--- src/rtl/bcd_seven_seg_scanner.sv ---
// bcd_seven_seg_scanner
// Time-multiplexed N-digit BCD-to-seven-segment driver. A pending buffer
// collects load strobes; the display buffer only takes it over at frame wrap,
// so a frame never shows a mix of old and new digits. One digit is driven per
// prescaler slot, with optional leading-zero blanking and selectable polarity.
module bcd_seven_seg_scanner #(
  parameter int DIGITS      = 4,
  parameter int PRESCALE    = 50000,
  parameter int SEG_ACT_LOW = 0,
  parameter int DIG_ACT_LOW = 1,
  parameter int BLANK_LZ    = 1,
  localparam int IDX_W      = $clog2(DIGITS),
  localparam int PS_W       = $clog2(PRESCALE)
) (
  input  logic                  clk,
  input  logic                  rst,
  input  logic [4*DIGITS-1:0]   bcd_in,
  input  logic [DIGITS-1:0]     dp_in,
  input  logic                  load,
  input  logic                  en,
  output logic [7:0]            seg,
  output logic [DIGITS-1:0]     dig,
  output logic [IDX_W-1:0]      digit_idx,
  output logic                  frame_done
);

  // Inactive output levels; XOR-ing an active-high pattern with these gives
  // the board-level polarity.
  localparam logic [7:0]        SEG_OFF  = (SEG_ACT_LOW != 0) ? 8'hFF : 8'h00;
  localparam logic [DIGITS-1:0] DIG_OFF  = (DIG_ACT_LOW != 0) ? {DIGITS{1'b1}} : {DIGITS{1'b0}};
  localparam logic [PS_W-1:0]   PS_LAST  = PS_W'(PRESCALE - 1);
  localparam logic [IDX_W-1:0]  IDX_LAST = IDX_W'(DIGITS - 1);

  // Active-high a..g glyph (a = bit 6); non-BCD codes show a dash.
  function automatic logic [6:0] glyph(input logic [3:0] code);
    logic [6:0] g;
    case (code)
      4'd0:    g = 7'b1111110;
      4'd1:    g = 7'b0110000;
      4'd2:    g = 7'b1101101;
      4'd3:    g = 7'b1111001;
      4'd4:    g = 7'b0110011;
      4'd5:    g = 7'b1011011;
      4'd6:    g = 7'b1011111;
      4'd7:    g = 7'b1110010;
      4'd8:    g = 7'b1111111;
      4'd9:    g = 7'b1111011;
      default: g = 7'b0000001;
    endcase
    return g;
  endfunction

  logic [PS_W-1:0]     presc_r;
  logic [IDX_W-1:0]    idx_r;
  logic [4*DIGITS-1:0] pend_bcd_r;
  logic [DIGITS-1:0]   pend_dp_r;
  logic [4*DIGITS-1:0] disp_bcd_r;
  logic [DIGITS-1:0]   disp_dp_r;
  logic [7:0]          seg_r;
  logic [DIGITS-1:0]   dig_r;
  logic [IDX_W-1:0]    digit_idx_r;
  logic                frame_done_r;

  logic                tick_s;
  logic                wrap_s;
  logic [DIGITS-1:0]   zero_from_s;
  logic                blank_s;
  logic [3:0]          cur_code_s;
  logic                cur_dp_s;
  logic [7:0]          seg_next_s;
  logic [DIGITS-1:0]   dig_next_s;

  assign tick_s = (presc_r == PS_LAST);
  assign wrap_s = tick_s && (idx_r == IDX_LAST);

  // Prescaler: one digit slot every PRESCALE clocks.
  always_ff @(posedge clk or posedge rst) begin
    if (rst) begin
      presc_r <= '0;
    end else if (tick_s) begin
      presc_r <= '0;
    end else begin
      presc_r <= presc_r + PS_W'(1);
    end
  end

  // Scan index advances on each slot tick and wraps after the top digit.
  always_ff @(posedge clk or posedge rst) begin
    if (rst) begin
      idx_r <= '0;
    end else if (tick_s) begin
      idx_r <= wrap_s ? '0 : idx_r + IDX_W'(1);
    end else begin
      idx_r <= idx_r;
    end
  end

  // Pending buffer follows load; display buffer is refreshed only at frame
  // wrap, taking a coincident load directly so it is not delayed a frame.
  always_ff @(posedge clk or posedge rst) begin
    if (rst) begin
      pend_bcd_r <= '0;
      pend_dp_r  <= '0;
      disp_bcd_r <= '0;
      disp_dp_r  <= '0;
    end else begin
      if (load) begin
        pend_bcd_r <= bcd_in;
        pend_dp_r  <= dp_in;
      end
      if (wrap_s) begin
        disp_bcd_r <= load ? bcd_in : pend_bcd_r;
        disp_dp_r  <= load ? dp_in  : pend_dp_r;
      end
    end
  end

  // zero_from_s[k] is set when every display digit from the top down to k is zero.
  always_comb begin : zero_scan
    logic acc;
    zero_from_s = '0;
    acc         = 1'b1;
    for (int k = DIGITS - 1; k >= 0; k--) begin
      acc            = acc & (disp_bcd_r[4*k +: 4] == 4'd0);
      zero_from_s[k] = acc;
    end
  end

  // Select the current digit, apply blanking, polarity and the enable gate.
  always_comb begin
    cur_code_s = disp_bcd_r[{idx_r, 2'b00} +: 4];
    cur_dp_s   = disp_dp_r[idx_r];
    if ((BLANK_LZ != 0) && (idx_r != '0) && zero_from_s[idx_r]) begin
      blank_s = 1'b1;
    end else begin
      blank_s = 1'b0;
    end
    if (en) begin
      seg_next_s = {cur_dp_s, (blank_s ? 7'b0000000 : glyph(cur_code_s))} ^ SEG_OFF;
      dig_next_s = (DIGITS'(1) << idx_r) ^ DIG_OFF;
    end else begin
      seg_next_s = SEG_OFF;
      dig_next_s = DIG_OFF;
    end
  end

  // Registered outputs, one cycle behind the scan index.
  always_ff @(posedge clk or posedge rst) begin
    if (rst) begin
      seg_r        <= SEG_OFF;
      dig_r        <= DIG_OFF;
      digit_idx_r  <= '0;
      frame_done_r <= 1'b0;
    end else begin
      seg_r        <= seg_next_s;
      dig_r        <= dig_next_s;
      digit_idx_r  <= idx_r;
      frame_done_r <= wrap_s;
    end
  end

  assign seg        = seg_r;
  assign dig        = dig_r;
  assign digit_idx  = digit_idx_r;
  assign frame_done = frame_done_r;

endmodule

--- config.mk ---
export PLATFORM = sky130hd
export DESIGN_NAME = bcd_seven_seg_scanner
export DESIGN_NICKNAME = d
export VERILOG_FILES = /design/src/rtl/bcd_seven_seg_scanner.sv
export SDC_FILE = /design/constraint.sdc
export NUM_CORES = 1
export LEC_CHECK = 0
export CORE_MARGIN = 2
export CORE_UTILIZATION = 55
export CTS_BUF_LIST = sky130_fd_sc_hd__clkbuf_16
export DETAILED_ROUTE_END_ITERATION = 6
export PLACE_DENSITY_LB_ADDON = 0.15
export SLEW_MARGIN = 5
export SYNTH_ARGS = -nofsm -noshare
export SYNTH_HDL_FRONTEND = slang
export SYNTH_SLANG_ARGS = --single-unit
--- constraint.sdc ---
create_clock -name clk -period 4.3 [get_ports clk]
set_input_delay 0.43 -clock clk [delete_from_list [all_inputs] [get_ports clk]]
set_output_delay 0.43 -clock clk [all_outputs]
set_load 0.005 [all_outputs]
## Yosys cells after proc, flatten, opt, wreduce, memory -nomap -nowiden

Memories as Yosys holds them, arrays and structs flattened.
Cells that the tools add are included.

- Register bits after elaboration: 73
- ROM bits: 112
- Input port bits: 24
- Output and inout bits: 15
- Word-level logic and storage cells: 41
- Memories: 1

- $add $sub $neg: 2
- Magnitude comparators: 1
- Eq/ne operators: 2
- Shifts and indexed selects: 2
- Mux-type cells: 12
- Bitwise gates (word level): 4
- Reduce and logical (&&, ||, !) cells: 7

Memory list:

| name | words | bits a word | rd ports | clocked after memory_dff | wr ports | RTL line | RTL |
|---|---|---|---|---|---|---|---|
| (no name shown) | 16 | 7 | 1 | 0 | 0 | 37 | `case (code)` |

Operator list:

| kind | number |
|---|---|
| $mux 16 | 2 |
| $add 16x1->16 const B | 1 |
| $eq 16x16->1 const B | 1 |
| $logic_not 4->1 | 4 |
| $shiftx 16x5->4 | 1 |
| $mux 4 | 2 |
| $mux 8 | 1 |
| $mux 7 | 1 |
| $bmux 1 s2 | 2 |
| $not 4->4 | 1 |
| $shl 1x2->4 const A | 1 |
| $and 1x1->1 | 3 |
| $lt 2x3->1 const B | 1 |
| $mux 1 | 3 |
| $add 2x1->2 const B | 1 |
| $eq 2x2->1 const B | 1 |
| $logic_and 1x1->1 | 2 |
| $mux 2 | 1 |
| $reduce_bool 2->1 | 1 |

## Longest topological paths before layout

- Depth in word-level cells: 10
- Gate-level depth with buffers: 8
- Mapped depth without buffers: 7

## Worst setup path after synthesis

Ideal clock, no wire load.

- Path type: register -> register
- From: register idx_r[1]
- To: register seg_r[4], in the netlist seg[4]
- Setup time: 120 ps
- Arrival: 2201 ps
- Data required time: 4180 ps
- Path slack: 1979 ps
- Cell stages (with the launch flop): 7
- Buffers on the path: 1
- Period minus slack after synthesis: 2321 ps
- Path through: dfrtp_1 -> clkbuf_1 -> inv_1 -> ha_1 -> or4_1 -> a2111oi_2 -> and3b_1

- Word-level cells in the longest chain between the ends: 6
- Elaborated cells between the ends (all ways): 9
- Classes of those cells: 1 x shift; 5 x mux; 2 x reduce/logical; 1 x memory

Ends and longest elaborated chain:

| what | RTL line | RTL |
|---|---|---|
| start, declared | 54 | `logic [IDX_W-1:0] idx_r;` |
| start signal, assigned | 92 | `idx_r <= wrap_s ? '0 : idx_r + IDX_W'(1);` |
| start signal, assigned | 94 | `idx_r <= idx_r;` |
| parallel branches: the longest is 4 deep, another holds $mem_v2 16x7 | - |  |
| $mux 7 * | 139 | `seg_next_s = {cur_dp_s, (blank_s ? 7'b0000000 : glyph(cur_code_s))} ^ SEG_OFF;` |
| $mux 8 * | 138 | `if (en) begin` |
| named net seg_next_s[4] | 70 | `logic [7:0] seg_next_s;` |
| end signal, assigned | 155 | `seg_r <= seg_next_s;` |
| end, declared | 59 | `logic [7:0] seg_r;` |

Mark *: on every way through the listed nets, which the timed path passes. The select of a mux whose other input is x is not followed.
A chain may end at the register's enable or synchronous reset.

## Final worst setup path

- From: register presc_r[5]
- To: register disp_bcd_r[0]

- Word-level cells in the longest chain between the ends: 2

Ends and longest elaborated chain:

| what | RTL line | RTL |
|---|---|---|
| start, declared | 53 | `logic [PS_W-1:0] presc_r;` |
| start signal, assigned | 83 | `presc_r <= presc_r + PS_W'(1);` |
| $eq 16x16->1 | 73 | `assign tick_s = (presc_r == PS_LAST);` |
| $logic_and 1x1->1 | 74 | `assign wrap_s = tick_s && (idx_r == IDX_LAST);` |
| end signal, assigned | 112 | `disp_bcd_r <= load ? bcd_in : pend_bcd_r;` |
| end, declared | 57 | `logic [4*DIGITS-1:0] disp_bcd_r;` |

Every way passes these cells.

==> summary.md <==
| Metric | Value |
|---|---|
| Status | `completed` |
| Cells after Synth | `241` |
| Post-route setup TNS | `0 ns` |
| GRT Util Overall | `20.4%` |
| Multi-input combinational cell area | `0.00136 mm²` |
| Cell Area, Placed | `0.00371 mm²` |
| Final worst-path cycle share | `~66%` |
| Total CTS buffers | `9` |
| Final net count | `around 320` |
| Mapped Area | `0.00328 mm²` |
| Proportion of layout cells with a drive suffix above 1 | `about 24%` |
| CTS max path bufs | `2` |
| Fin area | `0.00404 mm²` |
| Remaining antenna violation count | `0` |
| Initial Util | `56.0%` |
| #FFs+latches synth | `73` |
| WL final | `5.74 mm` |
| FF/Latch Area | `between 0.0015 and 0.002 mm²` |
| Tmin final | `2.85 ns` |
| Cts hold-fix bufs | `0` |
| End of the critical path | `disp_bcd_r[0]` |
| Pwr Density | `roughly 420 mW/mm²` |
| Most area-consuming cells after synthesis | `dfrtp_1, mux2_4, mux2_2, ha_1, mux4_2` |
| DRC Markers | `0` |
| Crit path launch | `presc_r[5]` |
| Overflow after GRT | `0` |
| Mapped Avg Cell Area | `between 10 and 15 µm²` |
| Leading area contributor after synthesis | `dfrtp_1` |
| Slew margin rel. | `35.1%` |
| DIE AREA | `0.00659 mm²` |
| Clock sink count | `73` |
| Most numerous cell in the Yosys netlist | `dfrtp_1` |
| CP max FO | `21` |
| Library cells used by synthesis | `44` |
| First-pass GRT wire length | `between 9 and 10 mm` |
| # IOs | `39` |
| Final GP Congestion | `0.838` |
| Ys Warns | `0` |
| IO Port Bufs | `38` |
| Final hold violations | `0` |
| Most frequent cells after synthesis | `dfrtp_1, mux2_2, mux2_4` |
| FF-to-FF Start | `presc_r[5]` |
| Setup violations, final | `0` |
| Clk slew on worst S/H paths | `about 0.06 ns` |
| H-tree depth | `3` |
| Reg2reg setup slack | `1.45 ns` |
| Initial DRT Pass Iterations | `5` |
| Hold crit path type | `register to register` |
| Pleak | `between 1.5 and 2 nW` |
| Async set-or-reset flop fraction in the synthesized netlist | `100%` |
| Core area | `between 0.005 and 0.006 mm²` |
| Syn nets | `about 280` |
| Worst setup SP type | `register` |
| Final setup skew | `0.00370 ns` |
| Peak Freq | `~350 MHz` |
| Post-synth EDFFs | `0` |
| Peak supply drop | `around 0.00021 V` |
| Main synth FF type | `dfrtp_1` |
| Yosys top cell area share | `~53%` |
| Detailed Place HPWL | `roughly 3.9 mm` |
| Fillers | `431` |
| Slew Viols, Final | `0` |
| DR vias/cell | `approximately 5.3` |
| Pin count of the biggest net entering global routing | `50` |
| Worst setup path class | `register to register` |
| Root buffer cell | `clkbuf_16` |
| Post-CTS Setup Inserts | `0` |
| Skew-Pair Late Insertion Delay | `0.33 ns` |
| WL per Instance | `between 15 and 20 µm` |
| Worst slew pin tran | `0.972 ns` |
| Post-CTS Resized | `0` |
| N_diodes | `0` |
| Worst Min Path Start | `presc_r[15]` |
| R2R Path End | `disp_bcd_r[0]` |
| Vias | `1936` |
| CP arrival | `3.06 ns` |
| RSZ-0062 raised after global routing | `no` |
| Vias in the first global route | `2040` |
| Initial antenna violation count | `0` |
| Post-synthesis sequential area ratio | `55.9%` |
| Die Width | `81.2 µm` |
| Element type at the critical path end | `register` |
| Die Span Y | `81.2 µm` |
| CTS tree | `built` |
| Reg2Reg Depth | `4` |
| MaxCap Viol Count | `0` |
| Pwr Total | `1.69 mW` |
| Required @ worst endpoint | `4.51 ns` |
| Initial DRC count | `78` |
| Core Rows | `28` |
| P&R area growth vs syn | `23.4%` |
## cells by family after synthesis
| family | after synthesis | share of synthesized area [%] |
|---|---|---|
| buffers and inverters | 19 | 2.67 |
| AOI/OAI and AO/OA | 17 | 3.28 |
| xor gates and xnor gates | 11 | 2.94 |
| and+or+nand+nor | 65 | 11.7 |
| DFF | 73 | 55.9 |
| adders and majority gates | 10 | 3.82 |
| muxes | 46 | 19.7 |
## state kept, by name, indices dropped and copies added, names as in the netlist
name	count
dig	4
digit_idx	2
disp_bcd_r	16
disp_dp_r	4
frame_done	1
idx_r	2
pend_bcd_r	16
pend_dp_r	4
presc_r	16
seg	8
## layout make-up
| class | instances | share of cell area, % |
|---|---|---|
| multi-input combinational | 149 | 33.6 |
| clock buffer | 9 | 5.57 |
| sequential | 73 | 45.3 |
| clock inverter | 7 | 2.72 |
| inverter | 10 | 0.928 |
| timing repair buffer | 39 | 9.59 |
| tap | 75 | 2.32 |
## worst max-delay path: stages (launching register included)
cell,delay (ns)
dfrtp_1,0.43
or4b_1,0.59
nor4_4,0.63
nand2_2,0.59
mux2_1,0.49
## report_power, final
part           leakage (nW)  internal [mW]  switching (mW)
logic                 0.744         0.0715          0.0495
registers             0.914          0.722          0.0146
clock network         0.164          0.561           0.268
## placed cells by master, fill, tap and decap left out, types with 4 or more instances in the layout
cell type / count
dfrtp_1: 69
clkdlybuf4s50_1: 38
mux2_2: 20
mux2_4: 19
nand2_1: 12
nor2_1: 12
ha_1: 10
inv_1: 9
clkbuf_16: 9
nand3_1: 8
xor2_1: 8
o21ai_0: 6
a21oi_1: 6
mux4_2: 5
nor3b_1: 5
nor4_1: 4
dfstp_2: 4
## how the worst min path moves through the flow
| stage | endpoint | slack [ns] | depth (start not counted) |
|---|---|---|---|
| 6_report | presc_r[15] | 0.48 | 1 |
| 3_5_place_dp | presc_r[0] | 0.48 | 1 |
| 2_1_floorplan | digit_idx[1] | 0.40 | 0 |
| 4_1_cts | presc_r[15] | 0.49 | 1 |
| 5_1_grt | presc_r[15] | 0.51 | 1 |
| 3_3_place_gp | presc_r[15] | 0.48 | 1 |
## through the flow
step	instances	setup slack [ns]	hold slack (ns)	utilization, %
floorplan	241	1.98	0.399	-
global placement	346	1.52	0.477	63.4
detailed placement	346	1.44	0.485	63.4
CTS	362	1.43	0.491	69.1
global route	362	1.24	0.513	69.1
finish	362	1.45	0.481	69.1
## metal layers
layer | track usage, % | share of wire, % | vias to the layer above | wire, µm
met5 | 0 | 0 | - | 0
met4 | 10.2 | 1.9 | 0 | 107
met3 | 6.11 | 3.6 | 8 | 208
met2 | 31.7 | 50 | 44 | 2840
met1 | 26.1 | 45 | 963 | 2580
li1 | - | - | 921 | -
Power figures use the tool's default switching activity.
